==> src/rtl/cart_bus_master.sv <==
// GBA slot-2 cartridge bus master: N+S burst reads/writes on the multiplexed AD bus.
// Optional early abort of a burst is compiled in with `define CART_BUS_ABORT_EN.
module cart_bus_master #(
  parameter int ADDR_W = 25,
  parameter int DATA_W = 16,
  parameter int LEN_W  = 4,
  parameter int WS_W   = 3
) (
  input  logic              phi,
  input  logic              rst,
  input  logic              req_valid,
  output logic              req_ready,
  input  logic [ADDR_W-1:0] req_addr,
  input  logic              req_write,
  input  logic [LEN_W-1:0]  req_len,
  input  logic [WS_W-1:0]   cfg_ws_n,
  input  logic [WS_W-1:0]   cfg_ws_s,
  input  logic [DATA_W-1:0] wr_data,
  input  logic              wr_valid,
  output logic              wr_ready,
  output logic [DATA_W-1:0] rd_data,
  output logic              rd_valid,
  input  logic              abort,
  output logic [DATA_W-1:0] ad_out,
  output logic              ad_oe,
  input  logic [DATA_W-1:0] ad_in,
  output logic [7:0]        a_hi,
  output logic              ncs,
  output logic              nrd,
  output logic              nwr,
  output logic              busy
);

  typedef enum logic [2:0] {
    S_IDLE,
    S_ADDR,
    S_STROBE,
    S_RECOV,
    S_END
  } state_t;

  state_t             state_q, state_d;
  logic [ADDR_W-2:0]  addr_q, addr_d;
  logic               write_q, write_d;
  logic [LEN_W-1:0]   beats_q, beats_d;
  logic [WS_W-1:0]    ws_n_q, ws_n_d;
  logic [WS_W-1:0]    ws_s_q, ws_s_d;
  logic [WS_W-1:0]    wait_q, wait_d;
  logic [DATA_W-1:0]  beat_data_q, beat_data_d;
  logic [DATA_W-1:0]  rd_data_q, rd_data_d;
  logic               rd_valid_q, rd_valid_d;

  logic abort_hit;
  logic unused_ok;

`ifdef CART_BUS_ABORT_EN
  assign abort_hit = abort;
  assign unused_ok = req_addr[0];
`else
  assign abort_hit = 1'b0;
  assign unused_ok = ^{req_addr[0], abort};
`endif

  assign rd_data  = rd_data_q;
  assign rd_valid = rd_valid_q;
  assign busy     = (state_q != S_IDLE);

  // Pin strobes are decoded from the state register so reset forces them inactive immediately.
  always_comb begin
    state_d     = state_q;
    addr_d      = addr_q;
    write_d     = write_q;
    beats_d     = beats_q;
    ws_n_d      = ws_n_q;
    ws_s_d      = ws_s_q;
    wait_d      = wait_q;
    beat_data_d = beat_data_q;
    rd_data_d   = rd_data_q;
    rd_valid_d  = 1'b0;

    req_ready = 1'b0;
    wr_ready  = 1'b0;
    ncs       = 1'b1;
    nrd       = 1'b1;
    nwr       = 1'b1;
    ad_oe     = 1'b0;
    ad_out    = '0;
    a_hi      = (state_q == S_IDLE) ? 8'h00 : addr_q[ADDR_W-2:DATA_W];

    case (state_q)
      S_IDLE: begin
        req_ready = 1'b1;
        if (req_valid) begin
          addr_d  = req_addr[ADDR_W-1:1];
          write_d = req_write;
          beats_d = req_len;
          ws_n_d  = cfg_ws_n;
          ws_s_d  = cfg_ws_s;
          state_d = S_ADDR;
        end
      end

      S_ADDR: begin
        ncs    = 1'b0;
        ad_oe  = 1'b1;
        ad_out = addr_q[DATA_W-1:0];
        if (!write_q) begin
          wait_d  = ws_n_q;
          state_d = S_STROBE;
        end else if (wr_valid) begin
          wr_ready    = 1'b1;
          beat_data_d = wr_data;
          wait_d      = ws_n_q;
          state_d     = S_STROBE;
        end else if (abort_hit) begin
          state_d = S_END;
        end
      end

      S_STROBE: begin
        ncs = 1'b0;
        if (write_q) begin
          nwr    = 1'b0;
          ad_oe  = 1'b1;
          ad_out = beat_data_q;
        end else begin
          nrd = 1'b0;
        end
        if (wait_q == '0) begin
          if (!write_q) begin
            rd_valid_d = 1'b1;
            rd_data_d  = ad_in;
          end
          if (beats_q == '0) begin
            state_d = S_END;
          end else begin
            beats_d = beats_q - LEN_W'(1);
            state_d = S_RECOV;
          end
        end else begin
          wait_d = wait_q - WS_W'(1);
        end
      end

      // The cartridge auto-increments its address, so RECOV only gaps the strobes.
      S_RECOV: begin
        ncs = 1'b0;
        if (abort_hit) begin
          state_d = S_END;
        end else if (!write_q) begin
          wait_d  = ws_s_q;
          state_d = S_STROBE;
        end else if (wr_valid) begin
          wr_ready    = 1'b1;
          beat_data_d = wr_data;
          wait_d      = ws_s_q;
          state_d     = S_STROBE;
        end
      end

      S_END: begin
        state_d = S_IDLE;
      end

      default: begin
        state_d = S_IDLE;
      end
    endcase
  end

  always_ff @(posedge phi or posedge rst) begin
    if (rst) begin
      state_q     <= S_IDLE;
      addr_q      <= '0;
      write_q     <= 1'b0;
      beats_q     <= '0;
      ws_n_q      <= '0;
      ws_s_q      <= '0;
      wait_q      <= '0;
      beat_data_q <= '0;
      rd_data_q   <= '0;
      rd_valid_q  <= 1'b0;
    end else begin
      state_q     <= state_d;
      addr_q      <= addr_d;
      write_q     <= write_d;
      beats_q     <= beats_d;
      ws_n_q      <= ws_n_d;
      ws_s_q      <= ws_s_d;
      wait_q      <= wait_d;
      beat_data_q <= beat_data_d;
      rd_data_q   <= rd_data_d;
      rd_valid_q  <= rd_valid_d;
    end
  end

endmodule

==> config.mk <==
export PLATFORM = sky130hd
export DESIGN_NAME = cart_bus_master
export DESIGN_NICKNAME = d
export VERILOG_FILES = /design/src/rtl/cart_bus_master.sv
export SDC_FILE = /design/constraint.sdc
export NUM_CORES = 1
export LEC_CHECK = 0
export BUFFER_PORTS_ARGS = -buffer_cell sky130_fd_sc_hd__clkbuf_2
export CAP_MARGIN = 20
export CORE_MARGIN = 2
export CORE_UTILIZATION = 45
export DETAILED_ROUTE_END_ITERATION = 8
export PLACE_DENSITY_LB_ADDON = 0.08
export RECOVER_POWER = 50
export SLEW_MARGIN = 20
export SYNTH_ARGS = -nofsm -noshare
export SYNTH_HDL_FRONTEND = slang
export SYNTH_SLANG_ARGS = --single-unit
==> constraint.sdc <==
create_clock -name phi -period 3.01 [get_ports phi]
set_input_delay 0.301 -clock phi [delete_from_list [all_inputs] [get_ports phi]]
set_output_delay 0.301 -clock phi [all_outputs]
set_load 0.03 [all_outputs]
# After elaboration in Yosys (flattened, before gate mapping)

Index checks and enable logic that the tools add are counted.

$add $sub $neg: 2
Bitwise operators: 1
Reductions and logical operators: 14
Mux-type cells: 31
Equality and inequality tests: 10

Operator list:

| kind                  | count |
|---|---|
| $pmux W16 S2          | 1 |
| $mux W3               | 10 |
| $pmux W3 S3           | 2 |
| $mux W16              | 1 |
| $mux W4               | 3 |
| $mux W1               | 11 |
| $ne A3 B3 Y1 const B  | 3 |
| $reduce_and A3 Y1     | 3 |
| $mux W8               | 1 |
| $ne A2 B2 Y1 const B  | 4 |
| $pmux W4 S2           | 1 |
| $reduce_and A4 Y1     | 2 |
| $eq A3 B2 Y1 const B  | 2 |
| $logic_not A3 Y1      | 2 |
| $reduce_bool A3 Y1    | 2 |
| $logic_not A4 Y1      | 1 |
| $sub A4 B1 Y4 const B | 1 |
| $eq A3 B1 Y1 const B  | 1 |
| $reduce_or A3 Y1      | 1 |
| $sub A3 B1 Y3 const B | 1 |
| $pmux W1 S2           | 1 |
| $reduce_and A2 Y1     | 1 |
| $reduce_bool A2 Y1    | 1 |
| $reduce_or A2 Y1      | 1 |
| $not A1 Y1            | 1 |

Register bits after elaboration: 74
Logic and storage cells: 68
Input port bits: 73

# Depth between registers and ports, before layout

Depth after elaboration: 4
Depth in mapped cells: 7

# Worst setup path before layout

No wires, ideal clock.

Path type: flip-flop to output port
Start point: reg state_q[1]
End point: out ad_out[0]
Data required time: 2,709 ps
Path buffers: 2
Cell stages (with the launch flop): 5
Path slack: 1,160 ps
Arrival time: 1,549 ps
Cells stage by stage: dfrtp_1 > buf_4 > nor3b_2 > buf_2 > a22o_1

Longest elaborated chain between the ends: 2
Elaborated cells between the ends (all ways): 3
Classes of those cells: eq/ne (2); mux (1)

Ends and longest elaborated chain:

| what                                                | line | source |
|---|---|---|
| from (decl)                                         | 42   | `state_t state_q, state_d;` |
| from (signal assigned)                              | 184  | `state_q <= state_d;` |
| $eq A3 B2 Y1 / $eq A3 B1 Y1 (equally long branches) | 90   | `case (state_q)` |
| $pmux W16 S2 (*)                                    | 90   |  |
| to (decl)                                           | 24   | `output logic [DATA_W-1:0] ad_out,` |

Mark *: on every way between the ends. The rest lies on a longest branch, timed or not.

# Worst setup path after layout

Start point: reg state_q[2]
End point: out wr_ready

Longest elaborated chain between the ends: 3
Elaborated cells between the ends (all ways): 4
Classes of those cells: eq/ne (2); mux (1); reduce/logical (1)

Ends and longest elaborated chain:

| what                                                | line | source |
|---|---|---|
| $eq A3 B2 Y1 / $eq A3 B1 Y1 (equally long branches) | 90   |  |
| $reduce_or A2 Y1 (no line) (*)                      | n/a  |  |
| $mux W1 (*)                                         | n/a  |  |
| to (decl)                                           | 20   | `output logic wr_ready,` |

Marked as above.

==> impl_results.md <==
- I/O Buffers: 118
- Net count after synthesis: 423
- Endpoint class of the critical path: primary output
- Layout Cells excl Fill: 568
- Total Routing Usage GR: 19.7%
- Total CTS buffers: 9
- FF+latch count, synth: 74
- Vias in the first global route: 2795
- Worst EP required: 2710 ps
- Post-route ant nets: 0
- Largest net degree at the start of global routing: 75
- Worst hold path type: primary input to flip-flop
- Failing checks: capacitance limit, slew limit
- Slew HR: -20.6%
- # hold bufs at CTS: 0
- Crit start category: flip-flop
- Highest Clock Rate: 384 MHz
- Synthesized area per cell: 9.71 µm²
- Final Util: 57.8%
- Synth Warn #: 0
- Pins Over Slew Limit: 75
- Routability cong.: 0.762
- Io pins: 121
- Worst Max-Slew Pin Slew: 1810 ps
- DIE AREA: 8190 µm²
- Leading post-synthesis cells by cell area: dfrtp_1 (55%), nand2_1 (16%), mux2_2 (5.3%)
- DP HPWL: 5270 µm
- Setup repair bufs after CTS: 0
- Wire per inst: 13.5 µm
- Worst-Skew Late Latency: 340 ps
- Die X-Extent: 90.5 µm
- Antenna violations before repair: 0
- Global-route wire length before repair: 12900 µm
- CTS tree: yes
- Final period util: 86.5%
- Clock skew: 7.79 ps
- CP Class: flip-flop to primary output
- CTS sink count: 74
- Starting Density: 46.4%
- Area Overhead vs Synth: 24.4%
- Clk pin slew, worst setup/hold paths: 80 ps
- Reg2Reg Setup Slack: 550 ps
- Root Driver: clkbuf_8
- # diodes: 0
- Distinct cells, synth: 39
- TNS Setup: 0 ps
- DP Cell Count: 553
- Post-detailed-routing wire length: 7680 µm
- DR vias/cell: 4.83
- Synthesized area: 3370 µm²
- # Max-Cap Violations: 1
- Clock Tree Buf Depth: 2
- Minimum clock period: 2610 ps
- 1st-iter DRT viols: 108
- Synth top area share: 55.0%
- Peak supply drop: 0.558 mV
- # DRC: 0
- Synth Instances: 347
- RSZ-0062 raised after global routing: no
- CP Data Arrival Time: 2300 ps
- Num rows: 31
- Status: finished, violations left
- Pwr dens: 1150 nW/µm²
- Final net count: 541
- Leakage: 2.23 nW
- Resized Gates After CTS: 0
- Area leader, netlist: dfrtp_1
- Total power draw: 4.81 mW
- DR pass1 iterations: 4
- H-tree depth: 3
- Final Hold Fails: 0
- Aggregate global routing overflow: 0
- Die Y: 90.5 µm
- # setup viols final: 0
- Critical Path Fanout Max: 17
- Layout cell share with drive strength beyond 1: 30.7%
- Core Region: 7250 µm²
- Post-synthesis sequential area ratio: 55.0%
- Via count: 2745
synthesized netlist by cell type:
cell       count
nor3b_2        2
and2_1         9
a22oi_1        1
a22o_1        16
nand3_1        1
nor2_4         1
nand4b_2       1
o211ai_1       1
nor3_1         1
nor2_1         8
a2111oi_1      1
nor2b_1        1
o211a_1        1
inv_1         10
or4b_4         1
buf_4          3
nor4_1         1
buf_2         10
o22ai_1        2
clkinv_1       1
nand2b_1       4
ha_1           3
or2_2          1
nor3b_1        2
nand4bb_4      1
nand2_1      147
dfrtp_1       74
mux2_2        16
a21oi_1        6
or3_1          1
o21ai_4        1
nor4b_2        1
mux2i_1        4
o21bai_1       1
o21ai_0        6
buf_6          2
nand4bb_1      1
clkbuf_1       3
o31ai_1        1
flip-flops by register name, summed over array words and instances, names as in the netlist:
| signal | cells |
|---|---|
| addr_q | 24 |
| beat_data_q | 16 |
| beats_q | 4 |
| rd_data | 16 |
| rd_valid | 1 |
| state_q | 3 |
| wait_q | 3 |
| write_q | 1 |
| ws_n_q | 3 |
| ws_s_q | 3 |
kinds of logic after synthesis:
logic type / Yosys count / share of synthesized area [%]
buffers and inverters: 29 / 4.38
flip-flops: 74 / 55.0
multiplexers: 20 / 6.54
adder cells (fa/ha/maj): 3 / 1.11
AND/OR/NAND/NOR: 184 / 24.7
AO/OA/AOI/OAI: 37 / 8.28
layer usage:
| layer | wire, µm | part of all wire, % | vias up | track usage [%] |
|---|---|---|---|---|
| met5 | 0 | 0 | - | 0 |
| met3 | 441 | 5.7 | 11 | 7.01 |
| met4 | 102 | 1.3 | 0 | 5.64 |
| met1 | 3290 | 43 | 1299 | 24.4 |
| met2 | 3840 | 50 | 76 | 32.5 |
| li1 | - | - | 1359 | - |
through the flow:
step	setup WS (ps)	instance area [µm²]	hold WS, ps
floorplan	827	3370	406
global placement	903	4050	409
detailed placement	898	4050	416
CTS	515	4230	34.6
global route	245	4190	124
finish	405	4190	142
layout by cell type, fill, tap and decap left out, types with 3 or more instances in the layout:
cell,instances
inv_1,10
mux2_2,16
mux2i_1,4
nand2b_1,4
ha_1,3
a22o_1,16
and2_1,9
buf_4,4
clkbuf_1,21
dfrtp_1,74
o21ai_0,6
clkbuf_2,101
nor2_1,8
nand2_1,147
clkbuf_8,9
a21oi_1,6
final timing paths:
| path | depth (start not counted) | end | start |
|---|---|---|---|
| max in group asynchronous | 3 | addr_q[23] | rst |
| worst min-delay path | 3 | ws_n_q[1] | cfg_ws_n[1] |
| min in group asynchronous | 3 | rd_valid | rst |
| worst max-delay path | 4 | wr_ready | state_q[2] |
| worst max register to register | 6 | beat_data_q[4] | state_q[2] |
| worst min register to register | 2 | addr_q[22] | addr_q[22] |
final cells by class:
class                      instances  area, µm²
tap                               99        124
fill                             704       3060
timing repair buffer             125        611
clock inverter                     5       56.3
clock buffer                      10        128
multi-input combinational        244       1380
inverter                          11       41.3
sequential                        74       1850
critical path, cell delays in order (launching register included):
cell and delay, ps:
dfrtp_1 650, nand4b_2 220, clkbuf_1 640, clkinv_1 210, clkbuf_2 230
power by group:
| part | internal [mW] | switching [mW] |
|---|---|---|
| Clock | 0.377 | 0.358 |
| Combinational | 0.802 | 1.46 |
| Sequential | 1.50 | 0.312 |
| Total | 2.68 | 2.13 |
(Power assumes the default switching activity.)
